--- src/rtl/axi_interconnect_pkg.sv ---
// Shared definitions for the AXI interconnect width-converter read path:
// RRESP codes, split-descriptor layout and small elaboration helpers.
package axi_interconnect_pkg;

  typedef enum logic [1:0] {
    RESP_OKAY   = 2'b00,
    RESP_EXOKAY = 2'b01,
    RESP_SLVERR = 2'b10,
    RESP_DECERR = 2'b11
  } rresp_e;

  localparam int unsigned SPLIT_LEN_W  = 8;
  localparam int unsigned SPLIT_OFF_W  = 8;
  localparam int unsigned SPLIT_SIZE_W = 3;

  typedef struct packed {
    logic [SPLIT_LEN_W-1:0]  len;
    logic [SPLIT_OFF_W-1:0]  offset;
    logic [SPLIT_SIZE_W-1:0] size;
    logic                    tlast;
  } split_desc_t;

  localparam int unsigned SPLIT_DESC_W = $bits(split_desc_t);

  // Codes are ordered by severity, so the worst response is the numeric max.
  function automatic logic [1:0] resp_max(input logic [1:0] a, input logic [1:0] b);
    return (a > b) ? a : b;
  endfunction

  function automatic int unsigned CLOG2(input int unsigned v);
    int unsigned r;
    r = 0;
    for (int unsigned i = 0; i < 32; i++) begin
      if ((32'd1 << i) < v) r = i + 1;
    end
    return r;
  endfunction

endpackage

--- src/rtl/axi_interconnect_sync_fifo.sv ---
// Single-clock FIFO with registered full/empty flags and occupancy count.
// A push while full is accepted when a pop happens in the same cycle.
module axi_interconnect_sync_fifo
  import axi_interconnect_pkg::*;
#(
  parameter  int unsigned WIDTH = 20,
  parameter  int unsigned DEPTH = 4,
  localparam int unsigned CW    = CLOG2(DEPTH + 1)
) (
  input  logic             clk,
  input  logic             rst,
  input  logic             i_push,
  input  logic             i_pop,
  input  logic [WIDTH-1:0] i_data,
  output logic [WIDTH-1:0] o_data,
  output logic             o_full,
  output logic             o_empty,
  output logic [CW-1:0]    o_count
);

  localparam int unsigned AW = (DEPTH > 1) ? CLOG2(DEPTH) : 1;

  logic [WIDTH-1:0] r_mem [DEPTH];
  logic [AW-1:0]    r_wr_ptr;
  logic [AW-1:0]    r_rd_ptr;
  logic [CW-1:0]    r_count;
  logic             r_full;
  logic             r_empty;

  logic             w_pop_ok;
  logic             w_push_ok;
  logic [CW-1:0]    w_count_nxt;

  function automatic logic [AW-1:0] ptr_inc(input logic [AW-1:0] p);
    return (p == AW'(DEPTH - 1)) ? '0 : p + 1'b1;
  endfunction

  assign w_pop_ok    = i_pop && !r_empty;
  assign w_push_ok   = i_push && (!r_full || w_pop_ok);
  assign w_count_nxt = r_count + CW'(w_push_ok) - CW'(w_pop_ok);

  always_ff @(posedge clk) begin
    if (rst) begin
      r_wr_ptr <= '0;
      r_rd_ptr <= '0;
      r_count  <= '0;
      r_full   <= 1'b0;
      r_empty  <= 1'b1;
    end else begin
      if (w_push_ok) r_wr_ptr <= ptr_inc(r_wr_ptr);
      if (w_pop_ok)  r_rd_ptr <= ptr_inc(r_rd_ptr);
      r_count <= w_count_nxt;
      r_full  <= (w_count_nxt == CW'(DEPTH));
      r_empty <= (w_count_nxt == '0);
    end
  end

  always_ff @(posedge clk) begin
    if (w_push_ok) r_mem[r_wr_ptr] <= i_data;
  end

  assign o_data  = r_mem[r_rd_ptr];
  assign o_full  = r_full;
  assign o_empty = r_empty;
  assign o_count = r_count;

endmodule

--- src/rtl/axi_interconnect_width_convert_rdata.sv ---
// Read-data merger: packs narrow R beats into wide R beats according to the
// split descriptors queued by the address splitter.
module axi_interconnect_width_convert_rdata
  import axi_interconnect_pkg::*;
#(
  parameter  int unsigned WIDTH_ID    = 4,
  parameter  int unsigned WIDTH_SDATA = 64,
  parameter  int unsigned WIDTH_MDATA = 32,
  parameter  int unsigned WIDTH_RUSER = 1,
  parameter  int unsigned CMD_DEPTH   = 4,
  parameter  int unsigned U_DLY       = 1,
  localparam int unsigned W_ID        = (WIDTH_ID == 0) ? 1 : WIDTH_ID,
  localparam int unsigned W_RUSER     = (WIDTH_RUSER == 0) ? 1 : WIDTH_RUSER
) (
  input  logic                   clk_sys,
  input  logic                   rst,
  input  logic                   split_en,
  input  logic [7:0]             split_len,
  input  logic [7:0]             split_offset,
  input  logic [2:0]             split_size,
  input  logic                   split_tlast,
  output logic                   cmd_full,
  output logic                   err_ovf,
  output logic                   err_len,
  input  logic [W_ID-1:0]        m_rid,
  input  logic [WIDTH_MDATA-1:0] m_rdata,
  input  logic [1:0]             m_rresp,
  input  logic                   m_rlast,
  input  logic [W_RUSER-1:0]     m_ruser,
  input  logic                   m_rvalid,
  output logic                   m_rready,
  output logic [W_ID-1:0]        s_rid,
  output logic [WIDTH_SDATA-1:0] s_rdata,
  output logic [1:0]             s_rresp,
  output logic                   s_rlast,
  output logic [W_RUSER-1:0]     s_ruser,
  output logic                   s_rvalid,
  input  logic                   s_rready
);

  localparam int unsigned R   = WIDTH_SDATA / WIDTH_MDATA;
  localparam int unsigned LP  = CLOG2(R);
  localparam int unsigned LPW = (LP == 0) ? 1 : LP;
  localparam int unsigned MB  = CLOG2(WIDTH_MDATA / 8);
  localparam int unsigned CCW = CLOG2(CMD_DEPTH + 1);

  typedef enum logic {ST_IDLE, ST_ACTIVE} state_e;

  // Register updates are zero-delay; the delay parameter is kept for drop-in use.
  logic w_unused_dly;
  assign w_unused_dly = (U_DLY != 0);

  state_e           r_state;
  state_e           w_state_nxt;
  split_desc_t      w_push_desc;
  split_desc_t      w_head;
  logic             w_fifo_full;
  logic             w_fifo_empty;
  logic [CCW-1:0]   w_fifo_count;

  logic                   r_fresh;
  logic [LPW-1:0]         r_ptr;
  logic [8:0]             r_cnt;
  logic [1:0]             r_resp;
  logic [WIDTH_SDATA-1:0] r_acc;

  logic [W_ID-1:0]        r_s_rid;
  logic [WIDTH_SDATA-1:0] r_s_rdata;
  logic [1:0]             r_s_rresp;
  logic                   r_s_rlast;
  logic [W_RUSER-1:0]     r_s_ruser;
  logic                   r_s_rvalid;
  logic                   r_err_ovf;
  logic                   r_err_len;

  logic                   w_hs;
  logic                   w_pop;
  logic                   w_push_ok;
  logic [2:0]             w_size_k;
  logic [LPW-1:0]         w_mask;
  logic [LPW-1:0]         w_off_lane;
  logic [LPW-1:0]         w_ptr;
  logic [LPW-1:0]         w_ptr_inc;
  logic                   w_close;
  logic [1:0]             w_resp_nxt;
  logic [WIDTH_SDATA-1:0] w_acc_nxt;

  assign w_push_desc = '{len: split_len, offset: split_offset, size: split_size, tlast: split_tlast};

  axi_interconnect_sync_fifo #(
    .WIDTH (SPLIT_DESC_W),
    .DEPTH (CMD_DEPTH)
  ) u_cmd_fifo (
    .clk     (clk_sys),
    .rst     (rst),
    .i_push  (split_en),
    .i_pop   (w_pop),
    .i_data  (w_push_desc),
    .o_data  (w_head),
    .o_full  (w_fifo_full),
    .o_empty (w_fifo_empty),
    .o_count (w_fifo_count)
  );

  assign m_rready  = (r_state == ST_ACTIVE) && !w_fifo_empty && (!r_s_rvalid || s_rready);
  assign w_hs      = m_rvalid && m_rready;
  assign w_pop     = w_hs && m_rlast;
  assign w_push_ok = split_en && (!w_fifo_full || w_pop);

  // r_fresh marks the first beat of a descriptor: the pointer then comes from
  // the head offset, so a freshly queued descriptor needs no extra load cycle.
  assign w_size_k   = (32'(w_head.size) > LP) ? 3'(LP) : w_head.size;
  assign w_mask     = LPW'((32'd1 << w_size_k) - 32'd1);
  assign w_off_lane = LPW'((32'(w_head.offset) >> MB) & (R - 1));
  assign w_ptr      = r_fresh ? w_off_lane : r_ptr;
  assign w_ptr_inc  = LPW'((32'(w_ptr) + 32'd1) & (R - 1));
  assign w_close    = ((w_ptr_inc & w_mask) == '0) || m_rlast;
  assign w_resp_nxt = resp_max(r_resp, m_rresp);

  always_comb begin
    w_acc_nxt = r_acc;
    if (w_size_k == 3'd0) w_acc_nxt = {R{m_rdata}};
    else                  w_acc_nxt[w_ptr*WIDTH_MDATA +: WIDTH_MDATA] = m_rdata;
  end

  always_comb begin
    w_state_nxt = r_state;
    case (r_state)
      ST_IDLE:   if (w_push_ok) w_state_nxt = ST_ACTIVE;
      ST_ACTIVE: if (w_pop && !w_push_ok && (w_fifo_count == CCW'(1))) w_state_nxt = ST_IDLE;
      default:   w_state_nxt = ST_IDLE;
    endcase
  end

  always_ff @(posedge clk_sys) begin
    if (rst) begin
      r_state    <= ST_IDLE;
      r_fresh    <= 1'b1;
      r_ptr      <= '0;
      r_cnt      <= '0;
      r_resp     <= RESP_OKAY;
      r_acc      <= '0;
      r_s_rid    <= '0;
      r_s_rdata  <= '0;
      r_s_rresp  <= '0;
      r_s_rlast  <= 1'b0;
      r_s_ruser  <= '0;
      r_s_rvalid <= 1'b0;
      r_err_ovf  <= 1'b0;
      r_err_len  <= 1'b0;
    end else begin
      r_state <= w_state_nxt;
      if (split_en && w_fifo_full && !w_pop) r_err_ovf <= 1'b1;
      if (r_s_rvalid && s_rready) r_s_rvalid <= 1'b0;
      if (w_hs) begin
        r_fresh <= m_rlast;
        r_ptr   <= w_ptr_inc;
        if (m_rlast) begin
          r_cnt <= '0;
          if (r_cnt != {1'b0, w_head.len}) r_err_len <= 1'b1;
        end else begin
          r_cnt <= r_cnt + 9'd1;
        end
        if (w_close) begin
          r_s_rid    <= m_rid;
          r_s_rdata  <= w_acc_nxt;
          r_s_rresp  <= w_resp_nxt;
          r_s_rlast  <= m_rlast && w_head.tlast;
          r_s_ruser  <= m_ruser;
          r_s_rvalid <= 1'b1;
          r_acc      <= '0;
          r_resp     <= RESP_OKAY;
        end else begin
          r_acc  <= w_acc_nxt;
          r_resp <= w_resp_nxt;
        end
      end
    end
  end

  assign s_rid    = r_s_rid;
  assign s_rdata  = r_s_rdata;
  assign s_rresp  = r_s_rresp;
  assign s_rlast  = r_s_rlast;
  assign s_ruser  = r_s_ruser;
  assign s_rvalid = r_s_rvalid;
  assign cmd_full = w_fifo_full;
  assign err_ovf  = r_err_ovf;
  assign err_len  = r_err_len;

endmodule
--- config.mk ---
export PLATFORM = sky130hd
export DESIGN_NAME = axi_interconnect_width_convert_rdata
export DESIGN_NICKNAME = d
export VERILOG_FILES = /design/src/rtl/axi_interconnect_pkg.sv /design/src/rtl/axi_interconnect_sync_fifo.sv /design/src/rtl/axi_interconnect_width_convert_rdata.sv
export SDC_FILE = /design/constraint.sdc
export NUM_CORES = 1
export LEC_CHECK = 0
export ABC_AREA = 0
export BUFFER_PORTS_ARGS = -buffer_cell sky130_fd_sc_hd__buf_2
export CELL_PAD_IN_SITES_DETAIL_PLACEMENT = 0
export CELL_PAD_IN_SITES_GLOBAL_PLACEMENT = 1
export CORE_ASPECT_RATIO = 0.7
export CORE_MARGIN = 2
export CORE_UTILIZATION = 48
export CTS_CLUSTER_DIAMETER = 30
export DETAILED_ROUTE_END_ITERATION = 8
export GPL_TIMING_DRIVEN = 0
export PLACE_DENSITY_LB_ADDON = 0.1
export SYNTH_ARGS = -nofsm -noshare
export SYNTH_HDL_FRONTEND = slang
export SYNTH_SLANG_ARGS = --single-unit
export TNS_END_PERCENT = 20
--- constraint.sdc ---
create_clock -name clk_sys -period 5.7 [get_ports clk_sys]
set_input_delay 1.14 -clock clk_sys [delete_from_list [all_inputs] [get_ports clk_sys]]
set_output_delay 1.14 -clock clk_sys [all_outputs]
set_load 0.02 [all_outputs]
==> impl_metrics.ini <==
[placement]
gp_congestion = 0.8435
dp_hpwl_um = 14770
io_buffers = 134

[yosys]
ys_warn_count = 0
synth_seq_area_share_pct = 57.07
avgSynthCellArea_um2 = 11.57
ys.flop_type = dfxtp_1
syn_nets = 810
synth-seq-cells = 216
async_flop_share_pct = 0
synth-edff-count = 52
syn_inst = 734
synth_area_um2 = 8489
synth_cell_types = 48

[die]
die_width_um = 163.0
row_count = 40
fp.dieH_um = 115.3
initial_core_util_pct = 49.31
io_pins = 142
die_area_um2 = 18780
core_area_um2 = 17220

[routing]
routed_wl_um = 21170
vias_per_cell = 5.387
vias = 6292
avgRoutedWirePerCell_um = 18.13
drt_iter0_markers = 417
dr.pass1.iters = 4
drc_errors = 0
ant_nets = 0

[setup_path]
crit_fanout = 10
crit_family = buffers and inverters
path_cells = buf_2 > clkbuf_1 > nand4_1 > a21bo_2 > inv_1 > ha_1 > inv_1 > fa_1 > xor2_1 > xnor2_1 > nor2_1 > and3_1
end_kind = register
crit_arrival_ps = 4010
start_kind = input port
critPathBufInv = 4
critical_path.most_common_cell = inv_1
r2r-start = r_state
cp_slowest_cell = nand4_1
cp-startpoint = m_rlast
cp.required_ps = 6090
slowest_delay_ps = 500
crit_type = input port to register

[sta]
hold_violations = 0
period_minus_slack_ps = 3622
maxSlewViolCount = 0
fmax_ghz = 0.2761
skew_ps = 11.00
setup_viol = 0
slew_headroom_pct = 40.32
rsz0062_at_grt = no
min_period_over_period_pct = 63.54
tns_ps = 0
tightestPinTransition_ps = 889.8

[hold_path]
hp-start = r_acc[62]
holdCritPathClass = register to register

[grt]
grt_pass1_wl_um = 33750
grt_max_degree = 14
antenna_found_initial = 0
grt_pass1_vias = 6287
overflow = 0
track_usage_pct = 22.99

[cells_and_area]
multi_input_area_um2 = 3218
diodes = 0
drive_above_1_share_pct = 25.51
post-route-util_pct = 62.45
seqCellArea_um2 = 4845
layout.nets = 984
area_growth_pct = 26.65
fillCellCount = 1405

[pwr]
pwr-share-seq_pct = 37.5
p_sw_share_pct = 25.07
p_switching_mw = 1.164
p_per_area_nw_per_um2 = 431.8
clockPowerShare_pct = 48.9
ir_worst_vdd_mv = 0.3076
power.leakage_nw = 4.376
power_mw = 4.643
p_comb_share_pct = 13.6
power.internal_mw = 3.479

[run_status]
outcome = finished clean

[clock_network]
h-tree-depth = 2
post-cts-setup-buffers = 0
clock_latency_ps = 500
cts_resized = 0
cts_inserted_buffers = 38
cts_tree = done
path_clk_slew_ps = 50
holdBufCountCts = 0
cts.root.buffer_cell = clkbuf_16
cts_sinks = 216
cts_buffer_depth = 3

[run]
drv_cap = 0
[cell type report]
class	count	area share [%]
Buffer	54	2.502
Clock buffer	56	10.53
Clock inverter	13	1.583
Inverter	42	1.466
Multi-Input combinational cell	422	29.93
Sequential cell	216	45.06
Tap cell	231	2.688
Timing Repair Buffer	134	6.238
[path summary, 6_finish.rpt]
| kind | endpoint | slack [ps] | cells past startpoint |
|---|---|---|---|
| worst min-delay path | r_acc[62] | 450 | 1 |
| worst max-delay path | u_cmd_fifo.o_full | 2080 | 12 |
| worst max register to register | u_cmd_fifo.o_full | 2900 | 11 |
| worst min register to register | r_acc[62] | 450 | 1 |
[cell usage after synthesis, types with 10 or more instances]
| library cell | instances | area share [%] |
|---|---|---|
| dfxtp_1 | 164 | 39 |
| a21oi_1 | 85 | 5.0 |
| edfxtp_1 | 52 | 18 |
| inv_1 | 42 | 1.9 |
| and2_1 | 37 | 2.7 |
| clkbuf_1 | 37 | 1.6 |
| a211oi_1 | 35 | 3.1 |
| nand2b_1 | 34 | 2.5 |
| a22o_1 | 32 | 3.3 |
| mux2i_1 | 32 | 3.8 |
| o221a_2 | 25 | 3.3 |
| nor2_1 | 22 | 0.97 |
| nand2_1 | 14 | 0.62 |
| nand3_1 | 11 | 0.65 |
| ha_1 | 10 | 1.5 |
| o21ai_0 | 10 | 0.59 |
[kinds of logic (layout without fill, tap and decap cells)]
logic type / Yosys count / in the layout / share of synthesized area, %
adder cells (fa/ha/maj): 11 / 11 / 1.710
AO/OA/AOI/OAI: 204 / 204 / 17.51
multiplexers: 45 / 45 / 7.251
AND/OR/NAND/NOR: 144 / 144 / 9.580
flip-flops: 216 / 216 / 57.07
buffers and inverters: 96 / 299 / 5.026
XOR/XNOR: 18 / 18 / 1.857
[per-stage QoR]
stage               cell area [µm²]  hold WS (ps)  setup WS, ps  cells
floorplan                      8489         420.4          2373    734
global placement               9449         432.6          1679   1099
detailed placement             9449         434.6          1605   1099
CTS                           10750         450.5          2114   1168
global route                  10750         456.3          1866   1168
finish                        10750         446.1          2078   1168
[state kept, by name, summed over array words and instances, names as in the netlist, 2 cells and up, named ones only]
| register | cells |
|---|---|
| u_cmd_fifo.r_wr_ptr | 2 |
| s_rdata | 64 |
| u_cmd_fifo.o_count | 3 |
| s_rresp | 2 |
| r_resp | 2 |
| s_rid | 4 |
| u_cmd_fifo.r_mem | 52 |
| u_cmd_fifo.r_rd_ptr | 2 |
| r_cnt | 9 |
| r_acc | 64 |
[power groups by stage]
| stage | Combinational [mW] | Clock, mW | Sequential, mW |
|---|---|---|---|
| after floorplan | 0.370 | 0 | 1.82 |
| after global placement | 0.618 | 0 | 1.76 |
| after detailed placement | 0.634 | 0 | 1.77 |
| after CTS | 0.638 | 2.30 | 1.74 |
| after global routing | 0.691 | 2.38 | 1.75 |
| final | 0.633 | 2.27 | 1.74 |
[worst reg2reg max path: stages (launching register included)]
cell and delay [ps]:
dfxtp_1 320, nor2b_1 220, nand4_1 390, a21bo_2 390, inv_1 160, ha_1 170, inv_1 50, fa_1 370
xor2_1 170, xnor2_1 130, nor2_1 80, and3_1 230
[layout by cell type (no fill, tap or decap), types with 4 or more instances in the layout]
| cell type | netlist | layout |
|---|---|---|
| a22o_1 | 32 | 32 |
| buf_1 | 5 | 5 |
| o221a_1 | 7 | 7 |
| nand2_1 | 14 | 14 |
| ha_1 | 10 | 10 |
| nand3_1 | 11 | 11 |
| a21oi_1 | 85 | 85 |
| nor3_1 | 5 | 5 |
| mux4_1 | 9 | 9 |
| mux2i_1 | 32 | 32 |
| clkbuf_1 | 37 | 47 |
| inv_1 | 42 | 42 |
| and3_1 | 4 | 4 |
| buf_2 | 8 | 142 |
| nand4_1 | 5 | 5 |
| xor2_1 | 9 | 9 |
| nor2_1 | 22 | 22 |
| nand2b_1 | 34 | 34 |
| dfxtp_1 | 164 | 164 |
| clkbuf_16 | 0 | 41 |
| bufinv_16 | 0 | 4 |
| clkbuf_8 | 0 | 5 |
| a211oi_1 | 35 | 35 |
| xnor2_1 | 9 | 9 |
| edfxtp_1 | 52 | 52 |
| and2_1 | 37 | 37 |
| o221a_2 | 25 | 25 |
| o21ai_0 | 10 | 10 |
[per-layer routing]
metal / wire, µm / GRT usage [%]
met5: 0 / 0
met4: 430 / 7.729
met3: 1203 / 4.906
met2: 9147 / 34.89
met1: 10390 / 32.92
Power figures use the tool's default switching activity.
